### config.mk
export PLATFORM = sky130hd
export DESIGN_NAME = result_encoder
export DESIGN_NICKNAME = d
export VERILOG_FILES = /design/src/rtl/uart_cal_pkg.sv /design/src/rtl/result_encoder.sv
export SDC_FILE = /design/constraint.sdc
export NUM_CORES = 1
export LEC_CHECK = 0
export BUFFER_PORTS_ARGS = -buffer_cell sky130_fd_sc_hd__buf_2
export CAP_MARGIN = 25
export CORE_MARGIN = 10
export CORE_UTILIZATION = 58
export CTS_CLUSTER_SIZE = 10
export DETAILED_ROUTE_END_ITERATION = 12
export GPL_ROUTABILITY_DRIVEN = 0
export PLACE_DENSITY = 0.84
export SLEW_MARGIN = 30
export SYNTH_ARGS = -nofsm -noshare
export SYNTH_HDL_FRONTEND = slang
export SYNTH_SLANG_ARGS = --single-unit
### constraint.sdc
create_clock -name clk -period 5 [get_ports clk]
set_input_delay 1 -clock clk [delete_from_list [all_inputs] [get_ports clk]]
set_output_delay 1 -clock clk [all_outputs]
set_load 0.02 [all_outputs]
### src/rtl/uart_cal_pkg.sv
// Frame format shared by the command decoder and the result encoder:
// start-of-frame byte, dtype codes, payload length rule and FSM states.
package uart_cal_pkg;

  localparam logic [7:0] SOF = 8'hA5;

  localparam logic [3:0] DT_8  = 4'd0;
  localparam logic [3:0] DT_16 = 4'd1;
  localparam logic [3:0] DT_32 = 4'd2;

  typedef enum logic [2:0] {
    ST_IDLE,
    ST_SOF,
    ST_HDR,
    ST_PAY,
    ST_CHK
  } state_t;

  // Payload length in bytes; unknown dtype codes fall back to a full word.
  function automatic logic [3:0] len_of_dtype(input logic [3:0] dt);
    case (dt)
      DT_8:    return 4'd1;
      DT_16:   return 4'd2;
      default: return 4'd4;
    endcase
  endfunction

endpackage

### src/rtl/result_encoder.sv
// Frames a result as SOF, header, MSB-first payload, checksum and hands the
// bytes one by one to the UART transmitter over a valid/ready handshake.
module result_encoder #(
  parameter logic [7:0] SOF    = uart_cal_pkg::SOF,
  parameter int         DATA_W = 32
) (
  input  logic              clk,
  input  logic              rst,
  input  logic              start,
  input  logic [3:0]        dtype,
  input  logic [DATA_W-1:0] result,
  output logic              busy,
  output logic [7:0]        tx_data,
  output logic              tx_valid,
  input  logic              tx_ready,
  output logic              done,
  output logic              drop
);

  import uart_cal_pkg::*;

  state_t            state_reg;
  logic [3:0]        dtype_reg;
  logic [DATA_W-1:0] shift_reg;
  logic [3:0]        count_reg;      // payload bytes still to load after the one on tx_data
  logic [7:0]        checksum_reg;   // XOR of every byte loaded so far, SOF excluded

  logic [3:0]        start_len;
  logic [DATA_W-1:0] aligned_result;
  logic [7:0]        header_byte;
  logic [7:0]        top_byte;
  logic              handshake;

  // Capture-side helpers: short results are pushed up to the MSB so the
  // payload always leaves from the top byte of the shift register.
  always_comb begin
    start_len      = len_of_dtype(dtype);
    aligned_result = result << (DATA_W - 8 * int'(start_len));
    header_byte    = {dtype_reg, len_of_dtype(dtype_reg)};
    top_byte       = shift_reg[DATA_W-1 -: 8];
    handshake      = tx_valid && tx_ready;
  end

  // Frame FSM with registered outputs; every state advance waits for a handshake.
  always_ff @(posedge clk) begin
    if (rst) begin
      state_reg    <= ST_IDLE;
      dtype_reg    <= '0;
      shift_reg    <= '0;
      count_reg    <= '0;
      checksum_reg <= '0;
      busy         <= 1'b0;
      tx_data      <= '0;
      tx_valid     <= 1'b0;
      done         <= 1'b0;
      drop         <= 1'b0;
    end else begin
      done <= 1'b0;
      drop <= start && busy;
      case (state_reg)
        ST_IDLE: begin
          if (start) begin
            dtype_reg    <= dtype;
            shift_reg    <= aligned_result;
            count_reg    <= start_len;
            checksum_reg <= '0;
            tx_data      <= SOF;
            tx_valid     <= 1'b1;
            busy         <= 1'b1;
            state_reg    <= ST_SOF;
          end
        end
        ST_SOF: begin
          if (handshake) begin
            tx_data      <= header_byte;
            checksum_reg <= checksum_reg ^ header_byte;
            state_reg    <= ST_HDR;
          end
        end
        ST_HDR: begin
          if (handshake) begin
            tx_data      <= top_byte;
            checksum_reg <= checksum_reg ^ top_byte;
            shift_reg    <= shift_reg << 8;
            count_reg    <= count_reg - 4'd1;
            state_reg    <= ST_PAY;
          end
        end
        ST_PAY: begin
          if (handshake) begin
            if (count_reg == 4'd0) begin
              tx_data   <= checksum_reg;
              state_reg <= ST_CHK;
            end else begin
              tx_data      <= top_byte;
              checksum_reg <= checksum_reg ^ top_byte;
              shift_reg    <= shift_reg << 8;
              count_reg    <= count_reg - 4'd1;
            end
          end
        end
        ST_CHK: begin
          if (handshake) begin
            tx_valid  <= 1'b0;
            busy      <= 1'b0;
            done      <= 1'b1;
            state_reg <= ST_IDLE;
          end
        end
        default: begin
          state_reg <= ST_IDLE;
          tx_valid  <= 1'b0;
          busy      <= 1'b0;
        end
      endcase
    end
  end

endmodule
## Yosys cells after proc, flatten, opt, wreduce, memory -nomap -nowiden

Cells that the tools add are included.

- Register bits: 62
- Word-level logic and storage cells: 80
- Bits of input ports: 40
- Output and inout bits: 12

- Bitwise operators: 4
- Shifts and indexed selects: 1
- $add $sub $neg: 2
- Reduce and logical (&&, ||, !) cells: 16
- Mux-type cells: 35
- Equal/unequal tests: 13

Operators with widths:

| kind | count |
|---|---|
| $mux W32 | 4 |
| $pmux W32 S3 | 1 |
| $mux W8 | 10 |
| $pmux W8 S4 | 2 |
| $shl A32 B32 Y32 | 1 |
| $mux W3 | 6 |
| $mux W4 | 4 |
| $xor A8 B8 Y8 | 2 |
| $pmux W3 S5 | 1 |
| $ne A2 B2 Y1 const B | 7 |
| $logic_not A4 Y1 | 3 |
| $pmux W3 S2 | 2 |
| $pmux W4 S3 | 1 |
| $reduce_and A6 Y1 | 2 |
| $reduce_and A5 Y1 | 2 |
| $eq A4 B1 Y1 const B | 2 |
| $sub A6 B7 Y8 const A | 1 |
| $eq A3 B2 Y1 const B | 2 |
| $reduce_bool A4 Y1 | 1 |
| $sub A4 B1 Y4 const B | 1 |
| $eq A3 B1 Y1 const B | 1 |
| $eq A3 B3 Y1 const B | 1 |
| $logic_not A3 Y1 | 1 |
| $mux W1 | 3 |
| other kinds (8) | 10 |

## Longest topological paths before layout

- Depth in word-level cells: 6
- Depth in mapped cells: 8
- Gate-level depth less buffers: 6

## Least setup slack after synthesis

Ideal clock, no wire load.

- Path kind: input to register
- Start point: input dtype[3]
- End point: register shift_reg[16]
- Data required time: 4905 ps
- Cell stages on the path: 8
- Path slack: 1953 ps
- Data arrival time: 2951 ps
- Buffers on the path: 2
- Path through: nor4_4 -> inv_2 -> buf_2 -> ha_1 -> and2_1 -> clkbuf_1 -> a2111o_1 -> a221oi_1

- Cells in the longest elaborated chain, start to end: 6
- Elaborated cells between the ends (all ways): 7
- Classes of those cells: add/sub: 1; eq/ne: 1; shift: 1; mux: 3; reduce/logical: 1

Ends and longest elaborated chain:

| item | RTL line | RTL |
|---|---|---|
| start, declared | result_encoder.sv:10 | `input logic [3:0] dtype,` |
| $eq A4 B1 Y1 / $logic_not A4 Y1 (equally long branches) | uart_cal_pkg.sv:21 | `case (dt)` |
| $pmux W3 S2 * | uart_cal_pkg.sv:21 |  |
| $sub A6 B7 Y8 * | result_encoder.sv:38 | `aligned_result = result << (DATA_W - 8 * int'(start_len));` |
| $shl A32 B32 Y32 * | result_encoder.sv:38 |  |
| $mux W32 * | result_encoder.sv:62 | `if (start) begin` |
| $pmux W32 S3 * | result_encoder.sv:60 | `case (state_reg)` |
| end signal, assigned | result_encoder.sv:64 | `shift_reg <= aligned_result;` |
| end signal, assigned | result_encoder.sv:84 | `shift_reg <= shift_reg << 8;` |
| end signal, assigned | result_encoder.sv:97 | `shift_reg <= shift_reg << 8;` |
| end, declared | result_encoder.sv:24 | `logic [DATA_W-1:0] shift_reg;` |

Mark *: on every way between the ends. The rest lies on a longest branch, timed or not. The select of a mux whose other input is x is not followed.
A chain may end at the register's enable or synchronous reset.

## Worst setup path after layout

- Start point: input dtype[3]
- End point: register shift_reg[0]

The elaborated chain is that of the path after synthesis.

==> summary.md <==
| Metric | Value |
|---|---|
| Vias post-DR | `3518` |
| CTS H-tree lvls | `3` |
| Drt via density | `6.966` |
| Post-Syn Area per Cell | `8.589 um2` |
| Crit path max-delay family | `simple AND/OR/NAND/NOR gates` |
| Cell Area, Synth | `0.003427 mm2` |
| GR Overflow Total | `0` |
| Final Setup Violations | `0` |
| Area contributors post-synth | `dfxtp_1 (36%), a21oi_1 (5.3%), mux2_2 (4.6%)` |
| Diodes inserted | `0` |
| Root buffer cell | `clkbuf_8` |
| Row count | `27` |
| Asr flop ratio synth | `0%` |
| Origin of the worst setup path | `dtype[3]` |
| DP HPWL | `roughly 6800 um` |
| CTS clk-pin slew, worst paths | `0.07 ns` |
| # DRC | `0` |
| Cell Chain, Critical Path | `buf_2 -> nor4_4 -> buf_4 -> inv_2 -> ha_1 -> nor3_1 -> nand4_1 -> a21oi_1` |
| Post-CTS Resized | `0` |
| Highest clock rate | `between 200 and 300 MHz` |
| Worst clock skew | `0.005927 ns` |
| RR Endpoint | `shift_reg[28]` |
| Syn Inst Count | `approximately 400` |
| Layout fillers | `491` |
| Total wire length | `10070 um` |
| Kind of end point of the critical path | `flip-flop` |
| Warnings, synthesis | `0` |
| CORE AREA | `between 0.005 and 0.006 mm2` |
| Initial antenna violation count | `0` |
| CP max-delay cell | `nor3_1` |
| Largest net degree at the start of global routing | `54` |
| Global-route wire length before repair | `between 15000 and 20000 um` |
| Crit path arrival time | `around 3.8 ns` |
| GRT Overall Usage | `about 20%` |
| Synth Flop Type | `dfxtp_1` |
| Nets | `470` |
| GR Util met2 | `around 32%` |
| Cell area power density | `315.8 mW/mm2` |
| Most Crowded Layer GR | `met2` |
| Max-cap violations | `0` |
| CP required | `~5.3 ns` |
| RSZ-0062 raised after global routing | `no` |
| Synthesized Nets | `441` |
| Number of synthesized flops with an enable pin | `0` |
| Clock tree buffer depth | `2` |
| Min Clock Period, post-route | `~3.5 ns` |
| Hold buffers post-CTS | `0` |
| Worst-Skew Late Latency | `0.35 ns` |
| CP Buf/Inv Count | `3` |
| TritonCTS clock tree | `yes` |
| Slew @ Worst Pin | `between 0.9 and 1 ns` |
| Area Overhead vs Synth | `11.61%` |
| Yosys reg bits | `62` |
| Max-slew headroom | `38.54%` |
| Proportion of netlist area held by the largest area contributor | `between 30% and 40%` |
| FF-to-FF setup slack | `between 2 and 2.5 ns` |
| Cells after DPL | `between 400 and 500` |
| Iteration-0 DRC Markers | `448` |
| Largest register FFs | `32` |
| # clock sinks | `just over 60` |
| HP Class | `reg2reg` |
| Non-Filler Instances | `between 500 and 600` |
| Crit start category | `primary input` |
| Chip Width | `96.87 um` |
| Cell taking the most area after synthesis | `dfxtp_1` |
| Worst vdd ir | `0.2028 mV` |
| CP max FO | `20` |
| DR pass1 iterations | `7` |
| Max-slew violation count | `0` |
| Final Hold Viols | `0` |
| Number of global-route vias before repair | `about 3400` |
| Num CTS Buffers | `9` |
| Layout Utilization | `68.21%` |
| Leakage | `1.424 nW` |
| Sequential share of the synthesized area | `36.22%` |
| IO Port Bufs | `51` |
| Crit-path max cell delay | `0.80 ns` |
| Setup TNS | `0 ns` |
| Die ar. | `about 0.0094 mm2` |
| Worst path depth | `8` |
| Share of cells above drive strength 1 | `22.86%` |
| Met3 usage in global routing | `6.033%` |
| Yosys cell types | `a little under 60` |
| CP endpoint | `shift_reg[0]` |
| Outcome | `finished clean` |
| Post-route ant nets | `0` |
| Post-CTS setup buffer count | `0` |
| Initial Utilization | `61.11%` |
| Worst r2r src | `state_reg[2]` |
| Die height | `96.87 um` |
| Fin crit share | `69.76%` |
| Io pins | `52` |
| Drt wl/cell | `around 20 um` |
| Met1 GRT Util | `24.51%` |
| WS Path Type | `in2reg` |
| Worst r2r path cells | `5` |
-- cells by family after synthesis --
logic type	count (synthesis)	share of synthesized area (%)
adder cells (fa/ha/maj)	2	0.7301
flip-flops	62	36.22
multiplexers	28	8.982
AND/OR/NAND/NOR	98	15.74
buffers and inverters	50	6.426
AO/OA/AOI/OAI	159	31.91
-- through the flow --
step	worst slack, ns	total power [mW]	cell area [um2]	hold WS, ns
detailed placement	1.313	0.7891	3643	0.4618
floorplan	1.953	0.7219	3427	0.4426
global placement	1.202	0.7827	3641	0.4610
CTS	1.626	1.205	3825	0.4710
finish	1.512	1.208	3825	0.4729
global route	1.415	1.251	3825	0.5050
-- cells in the mapped netlist, drive strengths merged, types with 2 or more instances --
library cell and count:
mux2 16, a221oi 8, or3b 2, o32ai 3, ha 2, nand2b 3, nand2 18, or3 3
dfxtp 62, a32oi 2, nand4 9, a22o 4, nor3 20, mux2i 12, o31ai 2, o211ai 2
o21ai 29, nor4 5, nor4b 2, inv 11, a31oi 14, and3 2, clkbuf 19, a21oi 37
a32o 9, a22oi 16, and2 2, buf 20, nor2 22, o221ai 5, a2111oi 2, nor3b 3
a311oi 9, a2111o 2, a211oi 10
-- worst reg2reg max path, delay by kind of cell (launching register included) --
family          cells  cell delay (ns)
simple gates        2             1.30
flops               1             0.31
compound gates      2             0.49
buf+inv             1             0.35
-- power breakdown --
part           internal, mW  switching, mW  leakage, nW
logic                0.0878          0.137        0.818
clock network         0.227          0.195       0.0968
registers             0.531         0.0310        0.509
-- how the worst min path moves through the flow --
| stage | startpoint | endpoint | slack, ns | depth (start not counted) |
|---|---|---|---|---|
| 6_report | checksum_reg[5] | tx_data[5] | 0.47 | 2 |
| 3_5_place_dp | checksum_reg[5] | tx_data[5] | 0.46 | 2 |
| 4_1_cts | checksum_reg[5] | tx_data[5] | 0.47 | 2 |
| 5_1_grt | shift_reg[22] | shift_reg[30] | 0.50 | 2 |
| 3_3_place_gp | checksum_reg[2] | tx_data[2] | 0.46 | 2 |
| 2_1_floorplan | checksum_reg[5] | tx_data[5] | 0.44 | 2 |
-- layout by cell type (no fill, tap or decap), types with 3 or more instances in the layout --
cell and n:
a211oi_1 10, a21oi_1 36, a221oi_1 8, a22o_1 4, a22oi_1 16, a311oi_1 9, a31oi_1 14, a32o_1 9
buf_2 51, buf_4 6, clkbuf_8 9, clkinv_2 4, dfxtp_1 62, inv_1 10, mux2_2 14, mux2i_1 12
nand2_1 18, nand2b_1 3, nand4_1 9, nor2_1 20, nor3_1 20, nor3b_1 3, nor4_1 4, o21ai_0 28
o221ai_1 5, o32ai_1 3, or3_1 3
-- area by class of cell --
| cell class | count | area [um2] | share of cell area (%) |
|---|---|---|---|
| Clock buffer | 11 | 131.4 | 3.435 |
| Clock inverter | 5 | 50.05 | 1.308 |
| Inverter | 11 | 41.29 | 1.079 |
| Multi-Input combinational cell | 287 | 1971 | 51.52 |
| Sequential cell | 62 | 1241 | 32.45 |
| Tap cell | 72 | 90.09 | 2.355 |
| Timing Repair Buffer | 57 | 300.3 | 7.851 |
-- metal layers --
| metal | up-vias | share of wire (%) | routed length, um |
|---|---|---|---|
| li1 | 1624 | - | - |
| met1 | 1628 | 40 | 3998 |
| met2 | 223 | 47 | 4717 |
| met3 | 43 | 9.5 | 952 |
| met4 | 0 | 4.0 | 405 |
| met5 | - | 0 | 0 |
No activity file was read; power rests on OpenSTA's default activity.
